## src/rtl/qru_pkg.sv

```systemverilog
// Shared definitions for the quotient/remainder unit.
// Optional result cache is enabled with QRU_RESULT_CACHE_EN.
package qru_pkg;

  localparam int QRU_W     = 32;
  localparam int QRU_CNT_W = $clog2(QRU_W) + 1;

  // qructl encoding, equal to func3[1:0]
  localparam logic [1:0] QRU_DIV  = 2'b00;
  localparam logic [1:0] QRU_DIVU = 2'b01;
  localparam logic [1:0] QRU_REM  = 2'b10;
  localparam logic [1:0] QRU_REMU = 2'b11;

  typedef enum logic [1:0] {
    QRU_IDLE = 2'd0,
    QRU_CALC = 2'd1,
    QRU_FIX  = 2'd2,
    QRU_DONE = 2'd3
  } qru_state_e;

endpackage

```

## src/rtl/qru_step.sv

```systemverilog
// One restoring-division iteration. The partial remainder is widened by one
// bit so divisors with the MSB set are handled for unsigned operations.
module qru_step
  import qru_pkg::*;
#(
  parameter int W = QRU_W
) (
  input  logic [W-1:0] r_i,
  input  logic [W-1:0] q_i,
  input  logic [W-1:0] d_i,
  output logic [W-1:0] r_o,
  output logic [W-1:0] q_o
);

  logic [W:0] trial;

  assign trial = {r_i, q_i[W-1]} - {1'b0, d_i};

  // Keep the trial difference if it did not go negative, otherwise restore.
  always_comb begin
    r_o = {r_i[W-2:0], q_i[W-1]};
    q_o = {q_i[W-2:0], 1'b0};
    if (!trial[W]) begin
      r_o = trial[W-1:0];
      q_o = {q_i[W-2:0], 1'b1};
    end
  end

endmodule

```

## src/rtl/qru.sv

```systemverilog
// Iterative integer quotient/remainder unit for DIV/DIVU/REM/REMU.
// Divide-by-zero and signed overflow complete in one cycle; all other
// operations take W restoring steps plus a sign-fixup cycle.
// Defining QRU_RESULT_CACHE_EN adds a one-entry cache of the last computed
// quotient/remainder so a DIV followed by REM on the same operands is fast.
//
// state | meaning
// IDLE  | waiting for start, special cases resolved here
// CALC  | one restoring step per cycle, W cycles
// FIX   | apply signs, register divres
// DONE  | done pulse for one cycle
module qru
  import qru_pkg::*;
#(
  parameter int W = QRU_W
) (
  input  logic         clk,
  input  logic         rst_n,
  input  logic         start,
  input  logic [1:0]   qructl,
  input  logic [W-1:0] a,
  input  logic [W-1:0] b,
  output logic         busy,
  output logic         done,
  output logic [W-1:0] divres
);

  localparam int CW = $clog2(W) + 1;
  localparam logic [CW-1:0] CNT_LOAD = CW'(W);
  localparam logic [CW-1:0] CNT_ONE  = CW'(1);
  localparam logic [W-1:0]  MOST_NEG = {1'b1, {(W-1){1'b0}}};

  qru_state_e   state_q;
  logic [CW-1:0] cnt_q;
  logic [W-1:0] r_q, q_q, d_q, divres_q;
  logic         rem_sel_q, qneg_q, rneg_q, busy_q, done_q;

  logic         signed_op, is_rem, div0, ovf, go_calc;
  logic [W-1:0] abs_a, abs_b, r_nxt, q_nxt, quo_fix, rem_fix;
  logic         cache_hit;
  logic [W-1:0] cache_val;

  assign signed_op = ~qructl[0];
  assign is_rem    = qructl[1];
  assign div0      = (b == '0);
  assign ovf       = signed_op && (a == MOST_NEG) && (b == '1);
  assign abs_a     = (signed_op && a[W-1]) ? -a : a;
  assign abs_b     = (signed_op && b[W-1]) ? -b : b;
  assign quo_fix   = qneg_q ? -q_q : q_q;
  assign rem_fix   = rneg_q ? -r_q : r_q;
  assign go_calc   = (state_q == QRU_IDLE) && start && !div0 && !ovf && !cache_hit;

  qru_step #(.W(W)) u_step (
    .r_i (r_q),
    .q_i (q_q),
    .d_i (d_q),
    .r_o (r_nxt),
    .q_o (q_nxt)
  );

`ifdef QRU_RESULT_CACHE_EN
  logic         cv_q, cs_q;
  logic [W-1:0] ca_q, cb_q, cquo_q, crem_q;

  assign cache_hit = cv_q && (ca_q == a) && (cb_q == b) && (cs_q == signed_op);
  assign cache_val = is_rem ? crem_q : cquo_q;

  // Capture operands when a computation starts, results when it finishes.
  always_ff @(posedge clk or negedge rst_n) begin
    if (!rst_n) begin
      cv_q   <= 1'b0;
      cs_q   <= 1'b0;
      ca_q   <= '0;
      cb_q   <= '0;
      cquo_q <= '0;
      crem_q <= '0;
    end else if (go_calc) begin
      cv_q <= 1'b0;
      cs_q <= signed_op;
      ca_q <= a;
      cb_q <= b;
    end else if (state_q == QRU_FIX) begin
      cv_q   <= 1'b1;
      cquo_q <= quo_fix;
      crem_q <= rem_fix;
    end
  end
`else
  assign cache_hit = 1'b0;
  assign cache_val = '0;
`endif

  // Control FSM with registered busy/done/divres.
  always_ff @(posedge clk or negedge rst_n) begin
    if (!rst_n) begin
      state_q   <= QRU_IDLE;
      cnt_q     <= '0;
      r_q       <= '0;
      q_q       <= '0;
      d_q       <= '0;
      divres_q  <= '0;
      rem_sel_q <= 1'b0;
      qneg_q    <= 1'b0;
      rneg_q    <= 1'b0;
      busy_q    <= 1'b0;
      done_q    <= 1'b0;
    end else begin
      done_q <= 1'b0;
      case (state_q)
        QRU_IDLE: begin
          if (start) begin
            if (div0) begin
              divres_q <= is_rem ? a : '1;
              done_q   <= 1'b1;
              state_q  <= QRU_DONE;
            end else if (ovf) begin
              divres_q <= is_rem ? '0 : a;
              done_q   <= 1'b1;
              state_q  <= QRU_DONE;
            end else if (cache_hit) begin
              divres_q <= cache_val;
              done_q   <= 1'b1;
              state_q  <= QRU_DONE;
            end else begin
              rem_sel_q <= is_rem;
              qneg_q    <= signed_op & (a[W-1] ^ b[W-1]);
              rneg_q    <= signed_op & a[W-1];
              q_q       <= abs_a;
              d_q       <= abs_b;
              r_q       <= '0;
              cnt_q     <= CNT_LOAD;
              busy_q    <= 1'b1;
              state_q   <= QRU_CALC;
            end
          end
        end
        QRU_CALC: begin
          r_q   <= r_nxt;
          q_q   <= q_nxt;
          cnt_q <= cnt_q - CNT_ONE;
          if (cnt_q == CNT_ONE) begin
            state_q <= QRU_FIX;
          end
        end
        QRU_FIX: begin
          divres_q <= rem_sel_q ? rem_fix : quo_fix;
          busy_q   <= 1'b0;
          done_q   <= 1'b1;
          state_q  <= QRU_DONE;
        end
        default: begin
          state_q <= QRU_IDLE;
        end
      endcase
    end
  end

  assign busy   = busy_q;
  assign done   = done_q;
  assign divres = divres_q;

endmodule

```

## config.mk

```make
export PLATFORM = sky130hd
export DESIGN_NAME = qru
export DESIGN_NICKNAME = d
export VERILOG_FILES = /design/src/rtl/qru_pkg.sv /design/src/rtl/qru_step.sv /design/src/rtl/qru.sv
export SDC_FILE = /design/constraint.sdc
export NUM_CORES = 1
export LEC_CHECK = 0
export CORE_UTILIZATION = 35
export DETAILED_ROUTE_END_ITERATION = 10
export GPL_ROUTABILITY_DRIVEN = 0
export PLACE_DENSITY_LB_ADDON = 0.25
export SYNTH_ARGS = -nofsm -noshare
export SYNTH_HDL_FRONTEND = slang
export SYNTH_SLANG_ARGS = --single-unit
```

## constraint.sdc

```tcl
create_clock -name clk -period 3.6 [get_ports clk]
set_clock_uncertainty 0.05 [all_clocks]
set_input_delay 0.72 -clock clk [delete_from_list [all_inputs] [get_ports clk]]
set_output_delay 0.72 -clock clk [all_outputs]
set_load 0.01 [all_outputs]
```

# After elaboration in Yosys (flattened, before gate mapping)
# Index checks and enable logic that the tools add are counted.
word_totals:
  memories: 0
  latchBits: 0
  ram_bits: 0
  register_bits: 141
  wordCells: 84
  mem_bits_ro: 0
op_classes:
  addsub: 6
  eq_ne: 10
  bitwise_logic: 6
  mul: 0
  reduce_logical: 13
  div_mod_pow: 0
  n_lt_le_gt_ge: 0
  shifts: 0
  n_mux: 38
op_table:
  columns: ["operator", "n"]
  rows:
  - ["32-bit 2-to-1 mux", 17]
  - ["32-bit case mux with 2 select lines", 3]
  - ["32-bit negation", 4]
  - ["32-bit == test (second input constant)", 2]
  - ["33-bit by 32-bit subtractor with 33-bit output", 1]
  - ["32-bit logical NOT", 1]
  - ["6-bit 2-to-1 mux", 3]
  - ["6-bit case mux with 2 select lines", 1]
  - ["4-bit AND reduction", 3]
  - ["2-bit 2-to-1 mux", 4]
  - ["2-bit inequality test (second input constant)", 4]
  - ["1-bit 2-to-1 mux", 7]
  - ["6-bit by 1-bit == test with 1-bit output (second input constant)", 1]
  - ["2-bit case mux with 3 select lines", 1]
  - ["6-bit by 1-bit subtractor with 6-bit output (second input constant)", 1]
  - ["1-bit logical AND", 4]
  - ["1-bit case mux with 2 select lines", 2]
  - ["2-bit nonzero test", 2]
  - ["3-bit inequality test (second input constant)", 1]
  - ["1-bit inverter", 3]
  - ["3-bit AND reduction", 1]
  - ["1-bit AND", 2]
  - ["2-bit by 1-bit == test with 1-bit output (second input constant)", 1]
  - ["2-bit == test (second input constant)", 1]
  - ["other kinds (3)", 3]

# Depth between registers and ports, before layout
# Gate-level depths: netlist of run 1.
depth:
  word_depth: 7
  ltp_mapped: 13

# Cells and area by module
# Synthesis of run 1 repeated with hierarchy kept, for this count alone.
unflattened:
  hier_cells: 1497
  area_unflattened_um2: 12045.3
modules_own_cells:
  columns: ["module", "n_inst", "area_per_inst_um2", "cells_per_inst"]
  rows:
  - ["qru", 1, 9454.1, 1161]
  - ["qru_step", 1, 2591.2, 336]

# Least setup slack after synthesis of run 1
# No wires, ideal clock.
synth_timing:
  path_kind: "register to register"
  startpoint: "reg r_q[12]"
  endpoint: "reg r_q[19]"
  path_slack_ps: 394
  stages_incl_launch_ff: 13
  arrival_time_ps: 3036
  n_path_buf: 2
  cell_sequence: "dfrtp_1 > ha_1 > buf_2 > nand2_1 > or4_1 > a31o_1 > a21oi_4 > o41ai_2 > o31ai_4 > xor2_4 > buf_12 > mux2i_1 > o21ai_2"
synth_via:
  elab_chain_cells: 3
synth_lines:
  columns: ["element", "line", "text"]
  rows:
  - ["from (decl)", "qru.sv:35", "logic [W-1:0] r_q, q_q, d_q, divres_q;"]
  - ["from (signal assigned)", "qru.sv:138", "r_q <= r_nxt;"]
  - ["33-bit by 32-bit subtractor with 33-bit output", "qru_step.sv:17", "assign trial = {r_i, q_i[W-1]} - {1'b0, d_i};"]
  - ["32-bit 2-to-1 mux", "qru_step.sv:23", "if (!trial[W]) begin"]
  - ["32-bit case mux with 2 select lines", "qru.sv:109", "case (state_q)"]
# No other way between the ends.
# A chain may end at the register's enable or synchronous reset.

# Worst setup path after layout of run 1
layout_timing:
  startpoint: "reg q_q[31]"
  endpoint: "reg r_q[7]"
layout_via:
  elab_chain_cells: 3
layout_lines:
  columns: ["element", "line", "text"]
  rows:
  - ["from (decl)", "qru.sv:35", null]
  - ["from (signal assigned)", "qru.sv:128", "q_q <= abs_a;"]
  - ["from (signal assigned)", "qru.sv:139", "q_q <= q_nxt;"]
  - ["33-bit by 32-bit subtractor with 33-bit output", "qru_step.sv:17", null]
  - ["32-bit 2-to-1 mux", "qru_step.sv:23", null]
  - ["32-bit case mux with 2 select lines", "qru.sv:109", null]
# No other way between the ends.

==> flow_metrics.py, run 1 <==
metrics = {
    "outcome": {
        "outcome": "finished, violations left",
        "violations": "design-rule violations",
    },
    "worst_setup_path": {
        "cp_data_arrival_time_ns": 3.67,
        "cp_max_fo": 13,
        "worstSetupPathType": "register to register",
        "cp.required_ns": 3.85,
        "end_kind": "register",
        "start_kind": "register",
    },
    "yosys": {
        "yosys.cell_types.count": 69,
        "synth_area_um2": 11100,
        "synth_top_area_frac": 0.318,
        "netlist_instances": 1395,
        "yosysMostFrequentCell": "nand2_1",
        "synth_fp_nets": 1508,
        "synthTopCellsByArea": "dfrtp_1 32%, o21ai_0 7.1%, xor2_1 6.5%, nand2_1 6.0%, a21oi_1 5.3%",
        "synth.largest_area_cell": "dfrtp_1",
        "ys_ff_latch": 141,
        "ys.flop_type": "dfrtp_1",
        "ys_top_cells_by_count": "176 x nand2_1, 157 x o21ai_0, 141 x dfrtp_1",
        "ys_seq_area_frac": 0.318,
        "yosysWarnings": 0,
        "avgSynthCellArea_um2": 7.94,
        "synth-async-reset-ratio": 1.00,
        "synth_edf_count": 0,
    },
    "floorplanning": {
        "ios": 103,
        "fp.dieW_um": 180,
        "rows": 64,
        "die_area_um2": 32400,
        "design.core.area_um2": 30900,
        "initial_utilization": 0.359,
        "die_h_um": 180,
    },
    "timing": {
        "drv_slew": 0,
        "setup_slack_ns": 0.181,
        "fmax_ghz": 0.292,
        "setup_viol": 0,
        "period_minus_slack_ns": 3.42,
        "rsz0062_at_grt": "no",
        "tightest_slew_ns": 0.839,
        "hold_violations": 0,
        "relSlewSlack": 0.441,
        "fin_crit_sh": 0.950,
    },
    "grt": {
        "grt.total_usage": 0.206,
        "top_usage_layer": "met2",
        "grt_pass1_vias": 10200,
        "grt_max_degree": 69,
        "grt_use_met1": 0.295,
        "grt_overflow": 0,
        "grt_pass1_wl_um": 54100,
        "globalRouteMet3Util": 0.0237,
        "antenna_found_initial": 0,
        "met2_usage": 0.330,
    },
    "drt": {
        "vias": 10700,
        "wirelength_um": 33000,
        "drcViolationCount": 9,
        "routedWlPerCell_um": 16.6,
        "drt_pass1_iterations": 8,
        "ant_nets": 0,
        "drt_iter0_drc": 849,
        "vias_per_cell": 5.40,
    },
    "pwr": {
        "p_int_mw": 6.61,
        "p_clk_frac": 0.136,
        "seqPwrFrac": 0.251,
        "leakage_nw": 5.90,
        "pwr_density_cell_nw_per_um2": 876,
        "vdd_ir_drop_max_mv": 0.568,
        "switching_share": 0.460,
        "switchingPower_mw": 5.62,
        "combPwrFrac": 0.614,
    },
    "clock_tree": {
        "clk_pin_slew_ns": 0.06,
        "insertion_delay_ns": 0.43,
        "cts-root-buf": "clkbuf_16",
        "cts_tree": "done",
        "cts-htree-levels": 4,
        "cts.sinks": 141,
        "cts_buffers": 17,
        "cts.path.max_buffers": 2,
    },
    "final_layout": {
        "diodes": 0,
        "drive_above_1_share": 0.122,
        "layout.nets": 1686,
        "synthToLayoutAreaGrowth_pct": 25.9,
        "fin_util": 0.451,
    },
    "place": {
        "io_buffers": 102,
        "hpwl_um": 24700,
        "dp_slack_ns": -0.173,
    },
    "worst_hold_path": {
        "min_path_type": "input port to async pin",
    },
    "flow_run": {
        "maxCapViolCount": 0,
    },
}
-- logic make-up after synthesis --
group                      share of synthesized area
buffers and inverters                         0.0498
and+or+nand+nor                                0.195
DFF                                            0.318
muxes                                         0.0291
adders and majority gates                     0.0504
xor gates and xnor gates                       0.118
AOI/OAI and AO/OA                              0.239
-- worst max-delay path, stage by stage, from the launching register on --
cell,delay (ns)
dfrtp_1,0.36
inv_1,0.10
ha_1,0.25
fa_1,0.38
nand2b_1,0.17
a21o_1,0.18
a31o_1,0.27
a21oi_4,0.19
o41ai_2,0.10
buf_4,0.18
o31ai_4,0.26
xor2_4,0.19
buf_12,0.14
buf_12,0.16
mux2i_1,0.19
o21ai_0,0.10
-- cell type report --
| cell class | count | area (µm²) |
|---|---|---|
| multi-input cells | 1121 | 7020 |
| flip-flops and latches | 141 | 3530 |
| fillers | 3075 | 17000 |
| inverters | 55 | 206 |
| well taps | 396 | 495 |
| clock inverters | 11 | 67.6 |
| clock buffers | 21 | 480 |
| repair buffers | 237 | 2150 |
-- routing by layer --
metal  vias to the layer above  part of all wire  routed length, µm
li1                       5323                 -                  -
met1                      5055              0.49              16000
met2                       294              0.45              14900
met3                        28             0.051               1690
met4                         0             0.011                365
met5                         -                 0                  0
-- layout by cell type, fill, tap and decap left out, types with 8 or more instances in the layout --
master,count
clkdlybuf4s50_1,101
nor3_1,11
or4_1,21
nor2b_1,11
o211ai_1,9
xor2_1,82
nand2b_1,14
o21a_1,9
inv_1,55
nand2_1,176
a21oi_1,117
nand4_1,19
nor4_1,14
o21ai_1,20
o31ai_1,32
buf_12,8
nand3_1,20
nor2_1,126
or3_1,16
o41ai_1,15
a31oi_1,15
o22a_1,10
a211oi_1,9
ha_1,42
mux2i_1,30
a21o_1,12
dfrtp_1,141
o21ai_0,156
xnor2_1,64
clkbuf_16,18
buf_4,126
-- state kept, by name, summed over array words and instances, names as in the netlist --
register / cells
rneg_q: 1
cnt_q: 6
qneg_q: 1
state_q: 2
q_q: 32
rem_sel_q: 1
r_q: 32
divres: 32
busy: 1
done: 1
d_q: 32
-- stage by stage --
stage                     instances  cell area, µm²  hold WS (ns)  total power [mW]  TNS (ns)
after floorplan                1395           11100         0.374              8.08         0
after global placement         1948           13400         0.412              10.3     -4.52
after detailed placement       1948           13400         0.421              10.4    -10.41
after CTS                      1980           13900         0.288              12.1         0
after global routing           1982           14000         0.312              13.3         0
final                          1982           14000         0.265              12.2         0
-- power by group through the flow --
| stage | registers [mW] | logic, mW | clock network [mW] |
|---|---|---|---|
| after global routing | 3.18 | 8.36 | 1.76 |
| after CTS | 3.06 | 7.36 | 1.69 |
| after floorplan | 2.94 | 5.14 | 0 |
| after global placement | 3.06 | 7.19 | 0 |
| after detailed placement | 3.08 | 7.35 | 0 |
| final | 3.06 | 7.50 | 1.66 |
-- final timing paths --
check | from | to | slack [ns] | cells after the start
worst min-delay path | rst_n | divres[7]$_DFFE_PN0P_ | 0.27 | 1
min in group clk | d_q[25]$_DFFE_PN0P_ | d_q[25]$_DFFE_PN0P_ | 0.43 | 2
worst max-delay path | q_q[31]$_DFFE_PN0P_ | r_q[7]$_DFFE_PN0P_ | 0.18 | 15
max in group asynchronous | rst_n | d_q[21]$_DFFE_PN0P_ | 2.37 | 2
worst max register to register | q_q[31]$_DFFE_PN0P_ | r_q[7]$_DFFE_PN0P_ | 0.18 | 15
worst min register to register | d_q[25]$_DFFE_PN0P_ | d_q[25]$_DFFE_PN0P_ | 0.43 | 2
-- what timing repair did --
action / in CTS / in global routing
hold buffers: 0 / 0
resized for setup: 0 / 0
setup buffers: 0 / 1
endpoints found under the setup margin: 0 / 23
Power figures use the tool's default switching activity.
==> run 2, diff against run 1 <==
- SKIP_CTS_REPAIR_TIMING: default -> 1
==> results of run 2 <==
Final layout, timing and power as in run 1 (identical DEF).
